===== src/rtl/avg_pkg.sv =====
// Shared definitions for the integer block-averaging stream stage.
package avg_pkg;

    // Stream data width of both the sample input and the average output.
    localparam int AXIS_DW = 32;

    // Largest supported log2 of the block length.
    localparam int LOG2_N_MAX = 8;

    // ACC: no average pending; HOLD: an average is waiting for downstream.
    typedef enum logic {
        ACC  = 1'b0,
        HOLD = 1'b1
    } avg_state_e;

    // Accumulator width that can hold the sum of 2^log2_n full-scale samples.
    function automatic int acc_width(input int log2_n);
        return AXIS_DW + log2_n;
    endfunction

endpackage


===== src/rtl/axis_out_reg.sv =====
// Output holding register for the averaged stream: one data word plus valid.
// Holds while downstream stalls, drops valid after a transfer, and accepts a
// reload on the same cycle an old value leaves so no bubble is inserted.
module axis_out_reg
    import avg_pkg::*;
(
    input  logic               aclk,
    input  logic               rst,
    input  logic               load,
    input  logic [AXIS_DW-1:0] load_data,
    input  logic               m_axis_tready,
    output logic [AXIS_DW-1:0] m_axis_tdata,
    output logic               m_axis_tvalid
);

    logic [AXIS_DW-1:0] data_q;
    logic [AXIS_DW-1:0] data_d;
    logic               valid_q;
    logic               valid_d;

    // Next-state: a reload wins over a drain so back-to-back averages stay valid.
    always_comb begin
        data_d  = data_q;
        valid_d = valid_q;
        if (load) begin
            data_d  = load_data;
            valid_d = 1'b1;
        end else if (valid_q && m_axis_tready) begin
            valid_d = 1'b0;
        end
    end

    // Register the held word; reset clears both data and valid.
    always_ff @(posedge aclk) begin
        if (rst) begin
            data_q  <= '0;
            valid_q <= 1'b0;
        end else begin
            data_q  <= data_d;
            valid_q <= valid_d;
        end
    end

    assign m_axis_tdata  = data_q;
    assign m_axis_tvalid = valid_q;

endmodule


===== src/rtl/int_block_avg_axi.sv =====
// Block averager: sums 2^LOG2_N signed 32-bit samples and emits the floored
// mean (arithmetic shift) on an AXI-stream style output. Input stalls only
// while a finished average is held unaccepted; a partial block keeps
// accumulating otherwise. LOG2_N must lie in 0..LOG2_N_MAX.
module int_block_avg_axi
    import avg_pkg::*;
#(
    parameter int LOG2_N = 3
) (
    input  logic               aclk,
    input  logic               rst,
    input  logic [AXIS_DW-1:0] s_axis_tdata,
    input  logic               s_axis_tvalid,
    output logic               s_axis_tready,
    output logic [AXIS_DW-1:0] m_axis_tdata,
    output logic               m_axis_tvalid,
    input  logic               m_axis_tready,
    output logic [LOG2_N:0]    blk_count
);

    localparam int N     = 1 << LOG2_N;
    localparam int ACC_W = acc_width(LOG2_N);
    localparam int CNT_W = LOG2_N + 1;

    // Index of the sample that closes a block.
    localparam logic [CNT_W-1:0] LAST_IDX = CNT_W'(N - 1);

    avg_state_e               state_q;
    avg_state_e               state_d;
    logic signed [ACC_W-1:0]  acc_q;
    logic signed [ACC_W-1:0]  acc_d;
    logic [CNT_W-1:0]         cnt_q;
    logic [CNT_W-1:0]         cnt_d;

    logic                     in_xfer;
    logic                     out_xfer;
    logic                     blk_done;
    logic signed [ACC_W-1:0]  sample_ext;
    logic signed [ACC_W-1:0]  sum;
    logic [AXIS_DW-1:0]       avg;

    // Sign-extend the incoming sample into accumulator width.
    assign sample_ext[AXIS_DW-1:0] = s_axis_tdata;
    generate
        for (genvar gi = AXIS_DW; gi < ACC_W; gi++) begin : g_sext
            assign sample_ext[gi] = s_axis_tdata[AXIS_DW-1];
        end
    endgenerate

    // Handshake decode. Input only stalls while an average sits in HOLD and
    // downstream is not taking it this cycle.
    assign s_axis_tready = !((state_q == HOLD) && !m_axis_tready);
    assign in_xfer       = s_axis_tvalid && s_axis_tready;
    assign out_xfer      = m_axis_tvalid && m_axis_tready;
    assign blk_done      = in_xfer && (cnt_q == LAST_IDX);

    // Running sum including the sample arriving this cycle; the average is the
    // sum arithmetically shifted right by LOG2_N (floor), taken as 32 bits.
    // The accumulator is wide enough that the sum never overflows.
    assign sum = acc_q + sample_ext;
    assign avg = sum[LOG2_N +: AXIS_DW];

    // Accumulator / counter / FSM next-state.
    always_comb begin
        acc_d   = acc_q;
        cnt_d   = cnt_q;
        state_d = state_q;

        if (blk_done) begin
            acc_d = '0;
            cnt_d = '0;
        end else if (in_xfer) begin
            acc_d = sum;
            cnt_d = cnt_q + CNT_W'(1);
        end

        case (state_q)
            ACC: begin
                if (blk_done) begin
                    state_d = HOLD;
                end
            end
            HOLD: begin
                if (out_xfer && !blk_done) begin
                    state_d = ACC;
                end
            end
            default: state_d = ACC;
        endcase
    end

    // Sequential state; reset discards any partial block and pending average.
    always_ff @(posedge aclk) begin
        if (rst) begin
            acc_q   <= '0;
            cnt_q   <= '0;
            state_q <= ACC;
        end else begin
            acc_q   <= acc_d;
            cnt_q   <= cnt_d;
            state_q <= state_d;
        end
    end

    assign blk_count = cnt_q;

    axis_out_reg u_out_reg (
        .aclk          (aclk),
        .rst           (rst),
        .load          (blk_done),
        .load_data     (avg),
        .m_axis_tready (m_axis_tready),
        .m_axis_tdata  (m_axis_tdata),
        .m_axis_tvalid (m_axis_tvalid)
    );

endmodule


===== config.mk =====
export PLATFORM = sky130hd
export DESIGN_NAME = int_block_avg_axi
export DESIGN_NICKNAME = d
export VERILOG_FILES = /design/src/rtl/avg_pkg.sv /design/src/rtl/axis_out_reg.sv /design/src/rtl/int_block_avg_axi.sv
export SDC_FILE = /design/constraint.sdc
export NUM_CORES = 1
export LEC_CHECK = 0
export BUFFER_PORTS_ARGS = -buffer_cell sky130_fd_sc_hd__buf_2
export CAP_MARGIN = 20
export CORE_MARGIN = 2
export CORE_UTILIZATION = 33
export CTS_CLUSTER_SIZE = 16
export DETAILED_ROUTE_END_ITERATION = 7
export PLACE_DENSITY = 0.51
export SLEW_MARGIN = 20
export SYNTH_ARGS = -nofsm -noshare
export SYNTH_HDL_FRONTEND = slang
export SYNTH_SLANG_ARGS = --single-unit

===== constraint.sdc =====
create_clock -name aclk -period 5.6 [get_ports aclk]
set_clock_uncertainty 0.1 [all_clocks]
set_input_delay 0.56 -clock aclk [delete_from_list [all_inputs] [get_ports aclk]]
set_output_delay 0.56 -clock aclk [all_outputs]
set_load 0.01 [all_outputs]

======== Word level (Yosys, flattened, before mapping) ========
Index checks and enable logic that the tools add are counted.
operators by class
  equality and inequality tests ........... 1
  divide/modulo/power cells ............... 0
  reduce and logical (&&, ||, !) cells .... 10
  muxes and demuxes ....................... 5
  order comparisons ....................... 0
  bitwise gates (word level) .............. 1
  multipliers ............................. 0
  shift operators ......................... 0
  add/sub/neg operators ................... 2
operator list
  kind                                                  count
  adder 35 x 32 -> 35 bit                               1
  logical AND 1 bit                                     5
  adder 4 x 1 -> 4 bit (second input constant)          1
  equality test 4 x 3 -> 1 bit (second input constant)  1
  2-to-1 mux 1 bit                                      4
  logical NOT 1 bit                                     3
  case mux 1 bit (2 select lines)                       1
  nonzero test 2 bit                                    1
  OR reduction 2 bit                                    1
  inverter 1 bit                                        1
storage, ports and cells
  register bits after elaboration ......... 73
  output and inout port bits .............. 38
  latch bits .............................. 0
  input bits .............................. 36
  logic and storage cells ................. 24
  bits in writable memories ............... 0
  ROM bits ................................ 0
  memories kept ........................... 0

======== Depth between registers and ports, before layout ========
Gate-level depths: netlist of the first run.
  depth in word-level cells ............... 9
  mapped depth ............................ 13
  gate-level depth less buffers ........... 13

======== Modules after synthesis ========
A second synthesis of the first run with hierarchy kept.
second synthesis, totals
  cells, all modules ...................... 562
  area total of the unflattened synthesis .. 4663.2 sq um
by module, submodules not included
  module             cells each  area an instance (sq um)  seq. area each (sq um)  times used
  int_block_avg_axi  454         3458.3                    800.8                   1
  axis_out_reg       108         1204.9                    660.6                   1

======== Worst setup path before layout of the first run ========
No wires, ideal clock.
  path kind ............................... input to register
  start point ............................. input port s_axis_tdata[0]
  end point ............................... register u_out_reg.data_q[31], in the netlist u_out_reg.m_axis_tdata[31]
  slack ................................... 2610 ps
  library setup time ...................... 78 ps
  path buffers ............................ 0
  stages .................................. 13
  data required time ...................... 5422 ps
  arrival time ............................ 2812 ps
  path through ............................ ha_1 -> inv_1 -> fa_1 -> nand2b_1 -> a211oi_1 -> o211ai_1 -> a31oi_1 -> o211ai_2 -> a31o_2 -> xor2_2 -> xnor2_1 -> nor2_1 -> nor3_1
on the way
  cells in the longest elaborated chain, start to end .. 1
RTL lines
  item                     line                     RTL
  start, declared          int_block_avg_axi.sv:12  input logic [AXIS_DW-1:0] s_axis_tdata,
  adder 35 x 32 -> 35 bit  int_block_avg_axi.sv:60  assign sum = acc_q + sample_ext;
  end signal, assigned     axis_out_reg.sv:39       data_q <= data_d;
  end, declared            axis_out_reg.sv:16       logic [AXIS_DW-1:0] data_q;
Every way passes these cells.
A chain may end at the register's enable or synchronous reset.

======== Worst setup path after layout of the first run ========
  start point ............................. register acc_q[0]
  end point ............................... register acc_q[34]
on the way
  cells in the longest elaborated chain, start to end .. 1
RTL lines
  item                     line                     RTL
  start, declared          int_block_avg_axi.sv:30  logic signed [ACC_W-1:0] acc_q;
  start signal, assigned   int_block_avg_axi.sv:95  acc_q <= '0;
  start signal, assigned   int_block_avg_axi.sv:99  acc_q <= acc_d;
  adder 35 x 32 -> 35 bit  int_block_avg_axi.sv:60
Every way passes these cells.

==> impl_metrics.yaml, run 1 <==
logic_synthesis:
  ys_types: 59
  ys.flop_type: "dfxtp_1"
  synth_edf_count: 0
  yosysTopAreaCellShare: 0.330
  synthTopCellsByArea: "dfxtp_1 33%, ha_1 9.9%, nand2_1 9.7%"
  synthCells: 571
  yosysMostFrequentCell: "nand2_1"
  syn-cell-area_mm2: 0.00443
  synthArstFlopShare: 0
  syn_avg_cell_area_um2: 7.75
  ys_ff_latch: 73
  yosys-top-cells-count: "114 x nand2_1, 85 x a21oi_1, 73 x dfxtp_1, 49 x nor2_1, 35 x ha_1"
  yosysSeqAreaShare: 0.330
  synth_top_area_cell: "dfxtp_1"
  ys_warn_count: 0
  syn_nets: 643
setup_path:
  crit_type: "flop to flop"
  slowest_delay_ns: 0.39
  worstPathRequired_ns: 5.70
  cp_cell_sequence: "ha_1, inv_1, fa_1, nand2b_1, a211oi_1, o211ai_1, a31oi_1, o211ai_2, a31o_2, xor2_2, nor4_1, a21oi_1, o31ai_1"
  crit_slowest_cell: "fa_1"
  worstPathArrival_ns: 3.32
  endpoint_kind: "flop"
  path_max_fanout: 3
  cp-start-kind: "flop"
cts:
  hold_buffers: 0
  cts_tree: "built"
  clk_pin_slew_worst_paths_ns: 0.06
  cts_setup_buffers: 0
  clockRootBuffer: "clkbuf_16"
  post_cts_resized: 0
  cts_sinks: 73
  clock_latency_ns: 0.35
  htree_levels: 3
  clockBufferDepth: 2
  cts_buffers: 9
sta:
  hold_ws_ns: 0.351
  fmax_mhz: 311
  relSlewSlack: 0.413
  post-route-period-util: 0.575
  setup_ws_ns: 2.38
  tightestPinTransition_ns: 0.881
  slew_viol_final: 0
  hold_violations: 0
  finalCriticalPeriod_ns: 3.22
  finalSetupTns_ns: 0
  rsz0062_at_grt: "false"
  setup_violations: 0
final_layout:
  utilization: 0.399
  fillers: 1407
  n_antenna_cell: 0
  final_area_mm2: 0.00527
  drive_gt1_frac: 0.172
  area_growth_pct: 18.9
  nNetsFinal: 701
  final_cells: 810
detailed_routing:
  num_vias: 4024
  firstDrtPassIters: 4
  ant_nets: 0
  drtIter0Drc: 222
  vias_per_cell: 4.97
  drc: 0
  wl_um: 11600
  wl_per_cell_um: 14.3
place:
  dpl.hpwl_um: 8400
  pre_cts_slack_ns: 2.08
  dpl_cell_area_mm2: 0.00491
  gp_congestion: 0.949
  buffer_ports.inserted: 73
  dpl.cell_count: 794
grt:
  grt_max_degree: 47
  grt_pass1_vias: 4001
  gr-total-overflow: 0
  grt_pass1_wl_um: 19500
  grtUsageTotal: 0.171
  antenna_found_initial: 0
floorplanning:
  dieArea_mm2: 0.0144
  die_h_um: 120
  core_mm2: 0.0132
  rows: 42
  start_util: 0.336
  io-pin-count: 74
  die_w_um: 120
power_and_ir_drop:
  power_density_mw_per_mm2: 333
  vdd_drop_max_v: 0.000167
  finalPower_mw: 1.75
  p_leak_nw: 2.34
min_path:
  holdCritPathClass: "flop to flop"
job:
  maxCapViolCount: 0
run_status:
  outcome: "finished clean"
## cells in the final DEF (no fill, tap or decap), drive strengths merged, types with 2 or more instances in the layout
| cell type | n |
|---|---|
| buf | 78 |
| nand3 | 11 |
| and2 | 4 |
| clkinv | 2 |
| a211oi | 9 |
| a21oi | 85 |
| ha | 35 |
| a21o | 20 |
| a2111oi | 2 |
| a31oi | 5 |
| mux2i | 2 |
| o21ai | 16 |
| nand2b | 10 |
| nand4 | 5 |
| bufinv | 4 |
| o22ai | 4 |
| o21a | 2 |
| nand2 | 114 |
| xnor2 | 18 |
| xor2 | 16 |
| nor2b | 4 |
| nand4b | 2 |
| a31o | 2 |
| o211ai | 3 |
| o31ai | 6 |
| a41oi | 2 |
| nand3b | 5 |
| and3 | 2 |
| or2 | 3 |
| nor4 | 2 |
| dfxtp | 73 |
| nor2 | 50 |
| clkbuf | 10 |
| nor3 | 5 |
| inv | 10 |
## routing by layer
| metal | vias up | wire [µm] | track usage |
|---|---|---|---|
| li1 | 2106 | - | - |
| met1 | 1832 | 5470 | 0.220 |
| met2 | 71 | 5340 | 0.279 |
| met3 | 15 | 581 | 0.0494 |
| met4 | 0 | 184 | 0.0515 |
| met5 | - | 0 | 0 |
## cell type report
cell class	count	area, µm²	area share
clock inverter	6	130	0.0247
clock buffer	10	229	0.0435
timing repair buffer	78	403	0.0765
tap	176	220	0.0418
multi-input combinational	457	2790	0.529
sequential	73	1460	0.278
inverter	10	37.5	0.00713
## state kept, by name (all words and copies together) (netlist names)
signal,cells
acc_q,35
u_out_reg.m_axis_tdata,32
blk_count,4
state_q,1
u_out_reg.m_axis_tvalid,1
## path summary, 6_finish.rpt
path	slack, ns	depth (start not counted)	start	endpoint
worst max register to register	2.38	13	acc_q[0]$_SDFFE_PP0P_	acc_q[34]$_SDFFE_PP0P_
worst min-delay path	0.35	2	u_out_reg.m_axis_tdata[23]$_SDFFE_PP0P_	u_out_reg.m_axis_tdata[23]$_SDFFE_PP0P_
worst min register to register	0.35	2	u_out_reg.m_axis_tdata[23]$_SDFFE_PP0P_	u_out_reg.m_axis_tdata[23]$_SDFFE_PP0P_
worst max-delay path	2.38	13	acc_q[0]$_SDFFE_PP0P_	acc_q[34]$_SDFFE_PP0P_
## logic make-up after synthesis
family,after synthesis,share of synthesized area
compound gates,163,0.228
flops,73,0.330
simple gates,222,0.222
buf+inv,41,0.0410
fa+ha+maj,36,0.103
xor+xnor,34,0.0706
mux,2,0.00452
## worst max-delay path, delay by kind of cell, from the launching register on
kind,cells,cell delay [ns]
compound gates,7,1.59
fa+ha+maj,2,0.55
flops,1,0.32
simple gates,2,0.27
xor+xnor,1,0.19
buf+inv,1,0.05
## report_power, final
group          switching (mW)  internal [mW]
Clock                   0.227          0.479
Combinational           0.275          0.193
Sequential             0.0214          0.557
Total                   0.523           1.23
(Power assumes the default switching activity.)
==> inputs of run 2 (changes only) <==
--- a/config.mk
+++ b/config.mk
@@ -11,7 +11,7 @@
 export CORE_UTILIZATION = 33
 export CTS_CLUSTER_SIZE = 16
 export DETAILED_ROUTE_END_ITERATION = 7
-export PLACE_DENSITY = 0.51
+export PLACE_DENSITY = 0.52
 export SLEW_MARGIN = 20
 export SYNTH_ARGS = -nofsm -noshare
 export SYNTH_HDL_FRONTEND = slang
==> constraint.sdc (replaced) <==
create_clock -name aclk -period 2.6 [get_ports aclk]
set_clock_uncertainty 0.1 [all_clocks]
set_input_delay 0.26 -clock aclk [delete_from_list [all_inputs] [get_ports aclk]]
set_output_delay 0.26 -clock aclk [all_outputs]
set_load 0.01 [all_outputs]
==> run 2 against run 1 <==
Against the previous run: the run now ends with negative setup slack left; global-route usage is 0.83 points higher; worst setup slack worse by 2.6 ns; sequential power grew 120%; critical path type unchanged; count of clock-buffer cells in the layout is 1 higher; fmax grew 16%; flip-flop and latch count is the same; clock power up 110%; utilization increased by 6.3 points.
==> impl_metrics.yaml, run 2 (synthesized netlist as in run 1, its figures left out) <==
run_status:
  outcome: "finished, violations left"
  failed_checks: "negative setup slack"
setup_path:
  endpoint_kind: "flop"
  path_buf_inv: 0
  worstPathArrival_ns: 2.92
  reg2reg_from: "acc_q[1]$_SDFFE_PP0P_"
  cp-start-kind: "flop"
  crit_slowest_cell: "a211o_4"
  cp_cell_sequence: "ha_1, a21oi_1, nor2b_1, a311o_1, a211o_4, nor2_4, o31ai_4, a221oi_2, a31oi_2, xnor2_1, a211oi_1"
  rrSetupSlack_ns: -0.18
  r2r_cells: 11
  rr_endpoint: "u_out_reg.m_axis_tdata[28]$_SDFFE_PP0P_"
  path_max_fanout: 3
  worstPathRequired_ns: 2.75
  slowest_delay_ns: 0.37
  crit_type: "flop to flop"
  cp.depth: 11
  worstSetupEndpoint: "u_out_reg.m_axis_tdata[28]$_SDFFE_PP0P_"
  startpoint: "acc_q[1]$_SDFFE_PP0P_"
  crit_family: "compound AO/OA/AOI/OAI gates"
floorplanning:
  dieArea_mm2: 0.0144
  start_util: 0.336
  rows: 42
  io-pin-count: 74
  die_w_um: 120
  core_mm2: 0.0132
  die_h_um: 120
sta:
  post-route-period-util: 1.07
  rsz0062_at_grt: "true"
  setup_violations: 16
  tightestPinTransition_ns: 0.551
  relSlewSlack: 0.623
  finalCriticalPeriod_ns: 2.78
  slew_viol_final: 0
  hold_violations: 0
  fmax_mhz: 360
  setup_ws_ns: -0.175
  finalSetupTns_ns: -1.21
final_layout:
  final_cells: 869
  final_common_cell: "nand2_1"
  area_growth_pct: 37.7
  nNetsFinal: 760
  largest_reg_flops: 35
  n_antenna_cell: 0
  largest-register: "acc_q"
  layout_common_cells: "114 x nand2_1, 73 x a21oi_1, 73 x buf_2"
  final_area_mm2: 0.00610
  drive_gt1_frac: 0.328
cts:
  clock_latency_ns: 0.34
  htree_levels: 3
  clockRootBuffer: "clkbuf_16"
  cts_sinks: 73
  clockBufferDepth: 2
  clk_pin_slew_worst_paths_ns: 0.06
  cts_tree: "built"
  cts_buffers: 9
grt:
  gr-total-overflow: 0
  grt_max_degree: 39
  antenna_found_initial: 0
  grt_pass1_wl_um: 20700
  grtUsageTotal: 0.179
  grt_pass1_vias: 4317
power_and_ir_drop:
  p_leak_nw: 2.70
  vdd_drop_max_v: 0.000296
  finalPower_mw: 4.10
  power_density_mw_per_mm2: 673
detailed_routing:
  drc: 0
  ant_nets: 0
  num_vias: 4352
  drtIter0Drc: 229
  wl_um: 12600
  firstDrtPassIters: 4
  wl_per_cell_um: 14.5
  vias_per_cell: 5.01
place:
  dpl_cell_area_mm2: 0.00537
  gp_congestion: 0.882
  dpl.cell_count: 850
  dpl.hpwl_um: 9270
  buffer_ports.inserted: 73
job:
  maxCapViolCount: 0
min_path:
  holdCritPathClass: "primary input to flop"
==> run 2: final cells by class <==
type                    count  area (µm²)
fillers                  1318        7090
multi-input cells         457        3180
flip-flops and latches     73        1470
repair buffers            137         850
clock buffers              11         243
well taps                 176         220
clock inverters             5         103
inverters                  10        37.5
==> run 2: power breakdown <==
group | total [mW] | switching (mW) | internal (mW) | leakage [nW]
clock | 1.45 | 0.492 | 0.962 | 0.166
combinational | 1.40 | 0.746 | 0.653 | 1.94
sequential | 1.25 | 0.0491 | 1.20 | 0.597
==> run 2: metrics by stage <==
| step | setup slack (ns) | util | hold WS [ns] |
|---|---|---|---|
| floorplan | -0.00261 | - | 0.336 |
| global placement | -0.302 | 0.407 | 0.340 |
| detailed placement | -0.367 | 0.407 | 0.344 |
| CTS | -0.227 | 0.448 | 0.101 |
| global route | -0.321 | 0.462 | 0.133 |
| finish | -0.175 | 0.462 | 0.121 |
==> run 2: worst register-to-register path, delay by kind of cell (launching register included) <==
| family | cells | cell delay (ns) |
|---|---|---|
| xor gates and xnor gates | 1 | 0.16 |
| adders and majority gates | 1 | 0.26 |
| DFF | 1 | 0.33 |
| and+or+nand+nor | 2 | 0.20 |
| AOI/OAI and AO/OA | 7 | 1.65 |
==> run 2: what timing repair did <==
item / CTS / global route
gates cloned: 0 / 0
gates resized for setup: 37 / 38
pin swaps: 34 / 34
hold buffers: 0 / 0
endpoints found under the hold margin: 0 / 0
endpoints found under the setup margin: 38 / 42
setup buffers: 2 / 2
==> run 2: how the worst min path moves through the flow <==
stage | start | end | slack, ns | depth (start not counted)
finish | m_axis_tready | u_out_reg.m_axis_tvalid$_SDFFE_PP0P_ | 0.12 | 3
global route | m_axis_tready | u_out_reg.m_axis_tvalid$_SDFFE_PP0P_ | 0.13 | 3
CTS | m_axis_tready | u_out_reg.m_axis_tvalid$_SDFFE_PP0P_ | 0.10 | 3
detailed placement | u_out_reg.m_axis_tdata[23]$_SDFFE_PP0P_ | u_out_reg.m_axis_tdata[23]$_SDFFE_PP0P_ | 0.34 | 2
global placement | u_out_reg.m_axis_tdata[19]$_SDFFE_PP0P_ | u_out_reg.m_axis_tdata[19]$_SDFFE_PP0P_ | 0.34 | 2
floorplan | acc_q[23]$_SDFFE_PP0P_ | acc_q[23]$_SDFFE_PP0P_ | 0.34 | 2
==> run 2: per-layer routing <==
metal / vias to the layer above / GRT usage / wire, µm / part of all wire
met4: 0 / 0.0559 / 112 / 0.0089
met3: 8 / 0.0366 / 503 / 0.040
met5: - / 0 / 0 / 0
met1: 2040 / 0.238 / 5960 / 0.47
li1: 2217 / - / - / -
met2: 87 / 0.294 / 6040 / 0.48
